--- src/rtl/sync_pkg.sv ---
// ----------------------------------------------------------------------------
// sync_pkg
// Shared constants for the clock-domain-crossing helpers.
//   DATA_SYNC_BUS_WIDTH : default width of the data bus handled by data_sync
//   DATA_SYNC_STAGES    : default depth of the enable synchronizer chain
// sync_cfg_ok() reports whether a width/depth pair is a legal configuration.
// ----------------------------------------------------------------------------
package sync_pkg;

    localparam int DATA_SYNC_BUS_WIDTH = 8;
    localparam int DATA_SYNC_STAGES    = 2;

    // Fewer than two stages gives no metastability protection at all.
    function automatic bit sync_cfg_ok(input int width, input int stages);
        return (width >= 1) && (stages >= 2);
    endfunction

endpackage

--- src/rtl/sync_ff_chain.sv ---
// ----------------------------------------------------------------------------
// sync_ff_chain
// Plain multi-flop synchronizer. Every stage is cleared by reset.
// Parameters:
//   WIDTH      : number of independent bits carried through the chain
//   NUM_STAGES : flop depth (must be >= 2)
// Ports:
//   i_clk   : destination clock, rising edge
//   i_rst   : asynchronous, active-low reset
//   i_async : input from a foreign clock domain
//   o_sync  : output of the last stage
// ----------------------------------------------------------------------------
module sync_ff_chain
    import sync_pkg::*;
#(
    parameter int WIDTH      = 1,
    parameter int NUM_STAGES = DATA_SYNC_STAGES
) (
    input  logic             i_clk,
    input  logic             i_rst,
    input  logic [WIDTH-1:0] i_async,
    output logic [WIDTH-1:0] o_sync
);

    if (!sync_cfg_ok(WIDTH, NUM_STAGES)) begin : g_bad_cfg
        $error("sync_ff_chain: WIDTH must be >= 1 and NUM_STAGES >= 2");
    end

    logic [NUM_STAGES-1:0][WIDTH-1:0] stage_q;
    logic [NUM_STAGES-1:0][WIDTH-1:0] stage_d;

    // Stage 0 samples the asynchronous input; each later stage copies its
    // predecessor.
    always_comb begin
        stage_d = {stage_q[NUM_STAGES-2:0], i_async};
    end

    always_ff @(posedge i_clk or negedge i_rst) begin
        if (!i_rst) begin
            stage_q <= '0;
        end else begin
            stage_q <= stage_d;
        end
    end

    assign o_sync = stage_q[NUM_STAGES-1];

endmodule

--- src/rtl/data_sync.sv ---
// ----------------------------------------------------------------------------
// data_sync
// Moves a multi-bit bus into the i_clk domain. Only the single-bit enable is
// synchronized. Its synchronized rising edge produces a one-cycle strobe, and
// on that strobe the bus, which the source holds stable, is captured.
// Optional feature: define DATA_SYNC_ACK_EN to add the o_ack output for a
// four-phase handshake back to the source.
// Parameters:
//   BUS_WIDTH  : data bus width (>= 1)
//   NUM_STAGES : enable synchronizer depth (>= 2)
// Ports:
//   i_clk          : destination clock, rising edge
//   i_rst          : asynchronous, active-low reset
//   i_unsync_bus   : source-domain data, held stable while i_bus_enable is high
//   i_bus_enable   : source-domain level that marks valid data
//   o_sync_bus     : captured copy of the bus
//   o_enable_pulse : one-cycle strobe, coincident with a new o_sync_bus value
//   o_ack          : (DATA_SYNC_ACK_EN only) high from the capture until the
//                    synchronized enable goes low
// ----------------------------------------------------------------------------
module data_sync
    import sync_pkg::*;
#(
    parameter int BUS_WIDTH  = DATA_SYNC_BUS_WIDTH,
    parameter int NUM_STAGES = DATA_SYNC_STAGES
) (
    input  logic                 i_clk,
    input  logic                 i_rst,
    input  logic [BUS_WIDTH-1:0] i_unsync_bus,
    input  logic                 i_bus_enable,
`ifdef DATA_SYNC_ACK_EN
    output logic                 o_ack,
`endif
    output logic [BUS_WIDTH-1:0] o_sync_bus,
    output logic                 o_enable_pulse
);

    if (!sync_cfg_ok(BUS_WIDTH, NUM_STAGES)) begin : g_bad_cfg
        $error("data_sync: BUS_WIDTH must be >= 1 and NUM_STAGES >= 2");
    end

    logic                 sync_en;
    logic                 pulse_gen;
    logic                 sync_en_d_q, sync_en_d_d;
    logic [BUS_WIDTH-1:0] sync_bus_q, sync_bus_d;
    logic                 enable_pulse_q, enable_pulse_d;

    sync_ff_chain #(
        .WIDTH      (1),
        .NUM_STAGES (NUM_STAGES)
    ) u_en_chain (
        .i_clk   (i_clk),
        .i_rst   (i_rst),
        .i_async (i_bus_enable),
        .o_sync  (sync_en)
    );

    // Rising-edge detect on the synchronized enable: a long-held enable gives
    // a single strobe, and after reset a still-high enable counts as new.
    assign pulse_gen = sync_en & ~sync_en_d_q;

    always_comb begin
        sync_en_d_d    = sync_en;
        enable_pulse_d = pulse_gen;
        sync_bus_d     = sync_bus_q;
        if (pulse_gen) begin
            sync_bus_d = i_unsync_bus;
        end
    end

    always_ff @(posedge i_clk or negedge i_rst) begin
        if (!i_rst) begin
            sync_en_d_q    <= 1'b0;
            sync_bus_q     <= '0;
            enable_pulse_q <= 1'b0;
        end else begin
            sync_en_d_q    <= sync_en_d_d;
            sync_bus_q     <= sync_bus_d;
            enable_pulse_q <= enable_pulse_d;
        end
    end

    assign o_sync_bus     = sync_bus_q;
    assign o_enable_pulse = enable_pulse_q;

`ifdef DATA_SYNC_ACK_EN
    logic ack_q, ack_d;

    // Acknowledge rises with the capture and stays up until the source's
    // enable drop has made it through the synchronizer.
    always_comb begin
        ack_d = ack_q;
        if (pulse_gen) begin
            ack_d = 1'b1;
        end else if (!sync_en) begin
            ack_d = 1'b0;
        end
    end

    always_ff @(posedge i_clk or negedge i_rst) begin
        if (!i_rst) begin
            ack_q <= 1'b0;
        end else begin
            ack_q <= ack_d;
        end
    end

    assign o_ack = ack_q;
`endif

endmodule

--- config.mk ---
export PLATFORM = sky130hd
export DESIGN_NAME = data_sync
export DESIGN_NICKNAME = d
export VERILOG_FILES = /design/src/rtl/sync_pkg.sv /design/src/rtl/sync_ff_chain.sv /design/src/rtl/data_sync.sv
export SDC_FILE = /design/constraint.sdc
export NUM_CORES = 1
export LEC_CHECK = 0
export BUFFER_PORTS_ARGS = -buffer_cell sky130_fd_sc_hd__buf_2
export CAP_MARGIN = 20
export CORE_AREA = 2 2 39 41
export CTS_BUF_LIST = sky130_fd_sc_hd__clkbuf_8
export DETAILED_ROUTE_END_ITERATION = 8
export DIE_AREA = 0 0 41 43
export MAX_ROUTING_LAYER = met4
export PLACE_DENSITY_LB_ADDON = 0.15
export SLEW_MARGIN = 20
export SYNTH_ARGS = -nofsm -noshare
export SYNTH_HDL_FRONTEND = slang
export SYNTH_SLANG_ARGS = --single-unit
export TNS_END_PERCENT = 1
--- constraint.sdc ---
create_clock -name i_clk -period 1.55 [get_ports i_clk]
set_input_delay 0.3875 -clock i_clk [delete_from_list [all_inputs] [get_ports i_clk]]
set_output_delay 0.3875 -clock i_clk [all_outputs]
set_load 0.1 [all_outputs]
After elaboration in Yosys (flattened, before gate mapping). Cells that the tools add are included.

Flip-flop bits (word level): 12. Bits of input ports: 11. Output and inout port bits: 9. Word-level logic and storage cells: 7.

Bitwise gates (word level): 2.

Operators by type and width (count): $and 1x1->1 (1); $not 1->1 (1).

Logic depth before layout (Yosys ltp). Gate-level depths: netlist of the first run.

Depth after elaboration: 2. Gate-level depth with buffers: 3. Depth with buffers taken out: 2.

Hierarchy. From an unflattened synthesis of the first run, not the netlist that was laid out.

Cell total of the unflattened synthesis: 22. Area total of the unflattened synthesis: 454.2 um^2.

By module, submodules not included: data_sync (times used 1, cells each 20, area each 404.1 um^2, sequential area each 250.2 um^2); sync_ff_chain (times used 1, cells each 2, area each 50.0 um^2, sequential area each 50.0 um^2).

Worst setup path before layout of the first run. OpenSTA, ideal clock, no wires.

Kind: flip-flop to output port. Start point: register sync_bus_q[0], in the netlist o_sync_bus[0]. End point: output port o_sync_bus[0]. Arrival time: 898 ps. Required time: 1162 ps. Path slack: 265 ps. Stages on the path, launching flop included: 1. Path buffers: 0. Cell sequence: dfrtp_1.

RTL lines: start: declaration (RTL line data_sync.sv:45) `logic [BUS_WIDTH-1:0] sync_bus_q, sync_bus_d;`; start signal: assignment (RTL line data_sync.sv:78) `sync_bus_q <= sync_bus_d;`; end: declaration (RTL line data_sync.sv:34) `output logic [BUS_WIDTH-1:0] o_sync_bus,`.

No word-level cell between the ends.

Worst setup path after layout of the first run.
Start point: register sync_bus_q[0], in the netlist o_sync_bus[0]. End point: output port o_sync_bus[0].

No word-level cell between the ends.

==> out/metrics.cfg, run 1 <==
[cells_and_area]
drive_above_1_share = 0.7273
area_growth_pct = 33.06
n_antenna_cell = 0
finalInstanceArea_um2 = 604.3
fin_util = 0.4367
nets = 56

[job]
drv_cap = 0

[global_route]
grt_usage = 0.1111
use_met3 = 0.04712
grt_max_degree = 13
gr-max-usage-layer = met1
grt_pass1_wl_mm = 1.207
antenna_found_initial = 0
met1_usage = 0.1502
grt_use_met2 = 0.1281
grt.overflow.total = 0
grt_pass1_vias = 260

[pwr]
peakVddDrop_mv = 0.6961
switching_power_uw = 402.1
p_leak_nw = 0.3134
swShare = 0.3827
seqPwrFrac = 0.350
powerDensity_nw_per_um2 = 1739
p_clk_frac = 0.315
comb_power_share = 0.335
p_int_uw = 648.7

[setup_path]
critPathKind = flop to primary output
slowest_stage = buf_2
start_kind = flop
arrival_ns = 1.02
endpoint_kind = primary output
path_delay_family = buffers and inverters
r2r_slack_ns = 0.37
crit_chain = buf_2
worst-path-buf-inv = 1
cp_slowest_stage_delay_ns = 0.43
cp_max_fo = 2
required_ns = 1.16

[logic_synthesis]
syn_nets = 33
ys_ff_latch = 12
syn_inst = 22
syn_area_per_cell_um2 = 20.64
ys_warn_count = 0
synth.distinct_cells = 4
netlist_area_um2 = 454.2
ys_seq_area_frac = 0.6612

[timing]
worstMarginPinSlew_ns = 0.4878
rsz0062_at_grt = no
post-route-period-util = 0.9055
tns_ns = 0
max_freq_ghz = 0.7125
setup_ws_ns = 0.1465
hold_viol_final = 0
whs_ns = 0.01319
slew_headroom = 0.6771
fin_skew_ns = 0.002036
finalSetupViolCount = 0
post-route-min-period_ns = 1.404
finalMaxSlewViolations = 0

[clock_tree]
clock_sink_count = 12
cts_made_buffers = 3
postCtsSetupBuffers = 0
htree_levels = 1
postCtsResizedCells = 0
worstSkewPairLatency_ns = 0.23
cts_hold_buf = 0
cts_buffer_depth = 2
cts_tree = done
root_buffer = clkbuf_8
clk_pin_slew_ns = 0.05

[die]
fp.coreArea_um2 = 1384
die_w_um = 41
start_util = 0.3282
ioPinCount = 20
die_area_um2 = 1763
rows = 14
die_h_um = 43

[place]
place_area_um2 = 549.3
pre_cts_slack_ns = 0.3720
io_buffers = 19
gp_congestion = 0.5609

[detailed_routing]
wl_per_cell_um = 12.25
drc = 0
wl_um = 735
drt-initial-drc-count = 4
drtAntennaViolNets = 0
vias = 249
first_pass_iters = 2
viasPerCell = 4.150

[status]
status = completed

[hold_path]
hp-class = input pin to asynchronous set/reset pin

-- power by group through the flow --
stage	clock network, mW	registers (mW)	logic (mW)
5_1_grt	0.361	0.373	0.363
3_3_place_gp	0	0.371	0.352
3_5_place_dp	0	0.373	0.353
2_1_floorplan	0	0.610	0.0618
4_1_cts	0.339	0.369	0.354
6_report	0.331	0.368	0.352
-- layout by cell type, fill, tap and decap left out --
cell type,instances
nor2b_4,1
buf_2,19
dfrtp_1,12
clkbuf_8,4
mux2_4,8
-- logic make-up (layout without fill, tap and decap cells) --
group	count (synthesis)	after routing	synth area share
multiplexers	8	8	0.2645
flip-flops	12	12	0.6612
AND/OR/NAND/NOR	1	1	0.03030
buffers and inverters	1	23	0.04408
-- worst paths after layout --
| check | start | to | depth (start not counted) |
|---|---|---|---|
| setup / recovery | o_sync_bus[0] | o_sync_bus[0] | 1 |
| hold / removal | i_rst | o_sync_bus[6] | 1 |
| setup reg to reg | sync_en_d_q | o_sync_bus[2] | 2 |
| hold reg to reg | u_en_chain.stage_d[1] | u_en_chain.o_sync | 0 |
| max in group asynchronous | i_rst | o_sync_bus[7] | 1 |
| min in group i_clk | i_bus_enable | u_en_chain.stage_d[1] | 1 |
-- routing by layer --
layer,share of wire,vias to the layer above,wire length [um]
met5,0,-,0
met4,0,0,0
met3,0.10,0,77
met2,0.44,14,322
met1,0.46,118,336
li1,-,117,-
-- final cells by class --
class | count | area, um^2
Fill cell | 125 | 779.5
Clock buffer | 4 | 55.05
Multi-Input combinational cell | 9 | 133.9
Tap cell | 16 | 20.02
Sequential cell | 12 | 300.3
Timing Repair Buffer | 19 | 95.09
-- registers in the layout (all words and copies together), names as in the netlist --
name / count
o_sync_bus: 8
o_enable_pulse: 1
sync_en_d_q: 1
u_en_chain.o_sync: 1
u_en_chain.stage_d: 1
-- cells in the mapped netlist --
cell type  number  area (um^2)
mux2_4          8        120.1
buf_12          1        20.02
dfrtp_1        12        300.3
nor2b_4         1        13.76
-- through the flow --
stage,power (mW),std cells
finish,1.051,60
global route,1.098,60
CTS,1.062,60
detailed placement,0.7263,56
global placement,0.7227,56
floorplan,0.6714,22
Power figures use the tool's default switching activity.
==> run 2, diff against run 1 <==
--- a/config.mk
+++ b/config.mk
@@ -16,5 +16,6 @@
 export SLEW_MARGIN = 20
 export SYNTH_ARGS = -nofsm -noshare
 export SYNTH_HDL_FRONTEND = slang
+export SYNTH_HIERARCHICAL = 1
 export SYNTH_SLANG_ARGS = --single-unit
 export TNS_END_PERCENT = 1
==> run 2 against run 1 <==
  * Synthesized cell count stayed put
  * Non-clock buffer count stayed put
  * Sequential power hardly changed
  * Worst setup slack stayed put
  * Clock-buffer cell count stayed put
  * Hold slack stayed put
  * Clock power hardly changed
  * Register-to-register slack hardly changed
  * Critical endpoint unchanged
  * Largest cell class unchanged
  * Critical path type unchanged
  * Wire length stayed put
  * Critical path depth stayed put
  * Area after synthesis stayed put
==> out/metrics.cfg, run 2 <==
[setup_path]
cp.depth = 1
r2r_start = sync_en_d_q
critPathKind = flop to primary output
cp_slowest_stage_delay_ns = 0.43
r2r-end = o_sync_bus[2]
startpoint = o_sync_bus[0]
start_kind = flop
worstRegToRegCells = 2
path_delay_family = buffers and inverters
r2r_slack_ns = 0.37
crit_chain = buf_2
critPathCapture = o_sync_bus[0]
required_ns = 1.16
slowest_stage = buf_2
endpoint_kind = primary output
worst-path-buf-inv = 1
cp_max_fo = 2
arrival_ns = 1.02

[clock_tree]
worstSkewPairLatency_ns = 0.23
clk_pin_slew_ns = 0.05
cts_tree = done
cts_hold_buf = 0
cts_made_buffers = 3
clock_sink_count = 12
htree_levels = 1
postCtsResizedCells = 0
root_buffer = clkbuf_8
cts_buffer_depth = 2
postCtsSetupBuffers = 0

[detailed_routing]
drc = 0
vias = 249
drt-initial-drc-count = 4
wl_um = 735
first_pass_iters = 2
viasPerCell = 4.150
drtAntennaViolNets = 0
wl_per_cell_um = 12.25

[pwr]
powerDensity_nw_per_um2 = 1739
p_leak_nw = 0.3134
power_mw = 1.051
peakVddDrop_mv = 0.6961

[cells_and_area]
mostFrequentLayoutCell = buf_2
drive_above_1_share = 0.7273
largest_register_ffs = 8
multi_input_area_um2 = 133.9
finalInstanceArea_um2 = 604.3
layoutNonFillerInstCount = 60
nets = 56
n_antenna_cell = 0
mostFrequentLayoutCells = buf_2 (19), dfrtp_1 (12), mux2_4 (8), clkbuf_8 (4), nor2b_4 (1)
seqCellArea_um2 = 300.3
area_growth_pct = 33.06
nFillCells = 125

[logic_synthesis]
synth.distinct_cells = 4
synth_top_flop_cell = dfrtp_1
yosysTopAreaCell = dfrtp_1
synth_top_cell_area_share = 0.6612
syn_nets = 33
ys_seq_area_frac = 0.6612
synth-edff-count = 0
netlist_area_um2 = 454.2
async_flop_share = 1.000
syn_inst = 22
synth_common_cells = dfrtp_1 (12), mux2_4 (8), buf_12 (1), nor2b_4 (1)
yosys-top-cells-area = dfrtp_1 (66%), mux2_4 (26%), buf_12 (4.4%)
syn_area_per_cell_um2 = 20.64
yosysMostFrequentCell = dfrtp_1
ys_ff_latch = 12
ys_warn_count = 6

[global_route]
grt_usage = 0.1111
grt_pass1_wl_mm = 1.207
grt.overflow.total = 0
grt_pass1_vias = 260
antenna_found_initial = 0
grt_max_degree = 13

[job]
drv_cap = 0

[place]
gp_congestion = 0.5609
pre_cts_slack_ns = 0.3720
place_area_um2 = 549.3
io_buffers = 19
dp.cells = 56

[timing]
post-route-period-util = 0.9055
worstMarginPinSlew_ns = 0.4878
slew_headroom = 0.6771
tns_ns = 0
max_freq_ghz = 0.7125
hold_viol_final = 0
post-route-min-period_ns = 1.404
rsz0062_at_grt = no
setup_ws_ns = 0.1465
fin_skew_ns = 0.002036
finalMaxSlewViolations = 0
finalSetupViolCount = 0

[die]
die_w_um = 41
ioPinCount = 20
die_area_um2 = 1763
fp.coreArea_um2 = 1384
start_util = 0.3282
rows = 14
die_h_um = 43

[hold_path]
hp-class = input pin to asynchronous set/reset pin

[status]
status = completed

## run 2: worst min-delay path by stage
stage,to,slack (ns)
after floorplan,o_enable_pulse,0.09
after global placement,o_sync_bus[6],0.27
after detailed placement,o_sync_bus[6],0.27
after CTS,o_sync_bus[1],0.02
after global routing,o_sync_bus[1],0.03
final,o_sync_bus[6],0.01
## run 2: final cells by class
| cell class | instances | area share |
|---|---|---|
| clock buffers | 4 | 0.09110 |
| multi-input cells | 9 | 0.2215 |
| flip-flops and latches | 12 | 0.4969 |
| well taps | 16 | 0.03313 |
| repair buffers | 19 | 0.1573 |
## run 2: logic make-up (layout without fill, tap and decap cells)
kind of cell,Yosys count,count (layout),synth area share
DFF,12,12,0.6612
muxes,8,8,0.2645
and+or+nand+nor,1,1,0.03030
buffers and inverters,1,23,0.04408
## run 2: power by group
part	total, mW	internal [mW]	switching [mW]
Combinational	0.352	0.0751	0.277
Clock	0.331	0.224	0.107
Sequential	0.368	0.350	0.0184
Total	1.05	0.649	0.402
## run 2: stage by stage
step / util / hold slack, ns
6_report: 0.4367 / 0.01319
2_1_floorplan: - / 0.09191
5_1_grt: 0.4367 / 0.03392
3_3_place_gp: 0.3969 / 0.2672
4_1_cts: 0.4367 / 0.02030
3_5_place_dp: 0.3969 / 0.2743
## run 2: per-layer routing
metal / GRT usage / up-vias / wire length, um
li1: - / 117 / -
met1: 0.1502 / 118 / 336
met2: 0.1281 / 14 / 322
met3: 0.04712 / 0 / 77
met4: 0.08000 / 0 / 0
met5: - / - / 0
==> run 3, diff against run 2 <==
--- a/config.mk
+++ b/config.mk
@@ -11,6 +11,7 @@
 export CTS_BUF_LIST = sky130_fd_sc_hd__clkbuf_8
 export DETAILED_ROUTE_END_ITERATION = 8
 export DIE_AREA = 0 0 41 43
+export HOLD_SLACK_MARGIN = 0.1
 export MAX_ROUTING_LAYER = met4
 export PLACE_DENSITY_LB_ADDON = 0.15
 export SLEW_MARGIN = 20
==> constraint.sdc (replaced) <==
create_clock -name i_clk -period 1.7 [get_ports i_clk]
set_input_delay 0.425 -clock i_clk [delete_from_list [all_inputs] [get_ports i_clk]]
set_output_delay 0.425 -clock i_clk [all_outputs]
set_load 0.1 [all_outputs]
==> run 3 against run 2 <==
  * Sequential cell count stayed put
  * First-iteration DRC count stayed put
  * Clock-buffer cell count stayed put
  * Via count is 0.80% higher
  * Wire length is 1.1% higher
  * Total power is 8.7% lower
  * Design area is 1.7% higher
  * Core utilization is 0.72 points higher
  * Critical path depth stayed put
  * Worst setup slack better by 0.11 ns
  * Largest cell class unchanged
  * Largest power group unchanged
==> out/metrics.cfg, run 3 (synthesis results as in run 2) <==
[timing]
post-route-min-period_ns = 1.441
fin_skew_ns = 0.002036
worstMarginPinSlew_ns = 0.4878
finalSetupViolCount = 0
tns_ns = 0
max_freq_ghz = 0.6939
slew_headroom = 0.6771
post-route-period-util = 0.8477
rsz0062_at_grt = no
finalMaxSlewViolations = 0
hold_viol_final = 0

[cells_and_area]
finalInstanceArea_um2 = 614.3
multi_input_area_um2 = 133.9
n_antenna_cell = 0
area_growth_pct = 35.26
nFillCells = 124
mostFrequentLayoutCell = buf_2
mostFrequentLayoutCells = buf_2 (19), dfrtp_1 (12), mux2_4 (8), clkbuf_8 (4)
largest_register_ffs = 8
drive_above_1_share = 0.7111
seqCellArea_um2 = 300.3
nets = 57

[global_route]
antenna_found_initial = 0
grt_max_degree = 13
grt.overflow.total = 0
grt_usage = 0.1111
grt_pass1_wl_mm = 1.207
grt_pass1_vias = 260

[detailed_routing]
drc = 0
wl_per_cell_um = 12.18
drt-initial-drc-count = 4
first_pass_iters = 2
viasPerCell = 4.115
wl_um = 743
vias = 251
drtAntennaViolNets = 0

[setup_path]
crit_chain = buf_2
arrival_ns = 1.02
cp_slowest_stage_delay_ns = 0.43
start_kind = flop
r2r-end = o_sync_bus[2]
required_ns = 1.27
r2r_slack_ns = 0.52
critPathKind = flop to primary output
cp_max_fo = 2
worstRegToRegCells = 2
endpoint_kind = primary output
worst-path-buf-inv = 1
r2r_start = sync_en_d_q
slowest_stage = buf_2
startpoint = o_sync_bus[0]
path_delay_family = buffers and inverters

[hold_path]
min_path_cells = 1
hold_path_end = u_en_chain/stage_d[1]
hp-class = input pin to flop
worstHoldStart = i_bus_enable

[clock_tree]
root_buffer = clkbuf_8
cts_buffer_depth = 2
cts_tree = done
clk_pin_slew_ns = 0.05
postCtsResizedCells = 0
cts_hold_buf = 1
worstSkewPairLatency_ns = 0.23
cts_made_buffers = 3
clock_sink_count = 12
htree_levels = 1
postCtsSetupBuffers = 0

[die]
die_h_um = 43
die_area_um2 = 1763
rows = 14
fp.coreArea_um2 = 1384
die_w_um = 41
ioPinCount = 20
start_util = 0.3282

[place]
place_area_um2 = 549.3
gp_congestion = 0.5609
io_buffers = 19

[job]
drv_cap = 0

[pwr]
powerDensity_nw_per_um2 = 1562
peakVddDrop_mv = 0.6348
p_leak_nw = 0.3176

[status]
status = completed

run 3: cell count changes in the layout (fill, tap and decap cells not counted):
cell           change
dlygate4sd3_1      +1
run 3: layer usage:
layer  global-route usage  up-vias  part of all wire
met1               0.1502      118              0.46
met5                    -        -                 0
li1                     -      119                 -
met2               0.1281       14              0.44
met3              0.04712        0             0.098
met4              0.08000        0                 0
run 3: where the power goes:
group | switching, mW | internal (mW) | total [mW]
clock | 0.0975 | 0.204 | 0.302
sequential | 0.0168 | 0.319 | 0.336
combinational | 0.253 | 0.0699 | 0.323
run 3: how the worst max path moves through the flow:
stage	slack (ns)	end	cells past startpoint
after floorplan	0.38	o_sync_bus[0]	0
final	0.26	o_sync_bus[0]	1
after global routing	0.22	o_sync_bus[3]	1
after detailed placement	0.51	o_sync_bus[3]	1
after CTS	0.25	o_sync_bus[2]	1
after global placement	0.52	o_sync_bus[3]	1
run 3: stage by stage:
stage	setup slack [ns]	util	hold slack (ns)	power (mW)	instances
after floorplan	0.3774	-	0.1294	0.6122	22
after global placement	0.5245	0.3969	0.3047	0.6589	56
after detailed placement	0.5113	0.3969	0.3118	0.6622	56
after CTS	0.2532	0.4439	0.2946	0.9701	61
after global routing	0.2216	0.4439	0.2861	1.003	61
final	0.2590	0.4439	0.2953	0.9599	61
run 3: cell type report:
| type | instances | share of cell area |
|---|---|---|
| sequential | 12 | 0.4888 |
| multi-input combinational | 9 | 0.2179 |
| timing repair buffer | 20 | 0.1711 |
| clock buffer | 4 | 0.08961 |
| tap | 16 | 0.03259 |
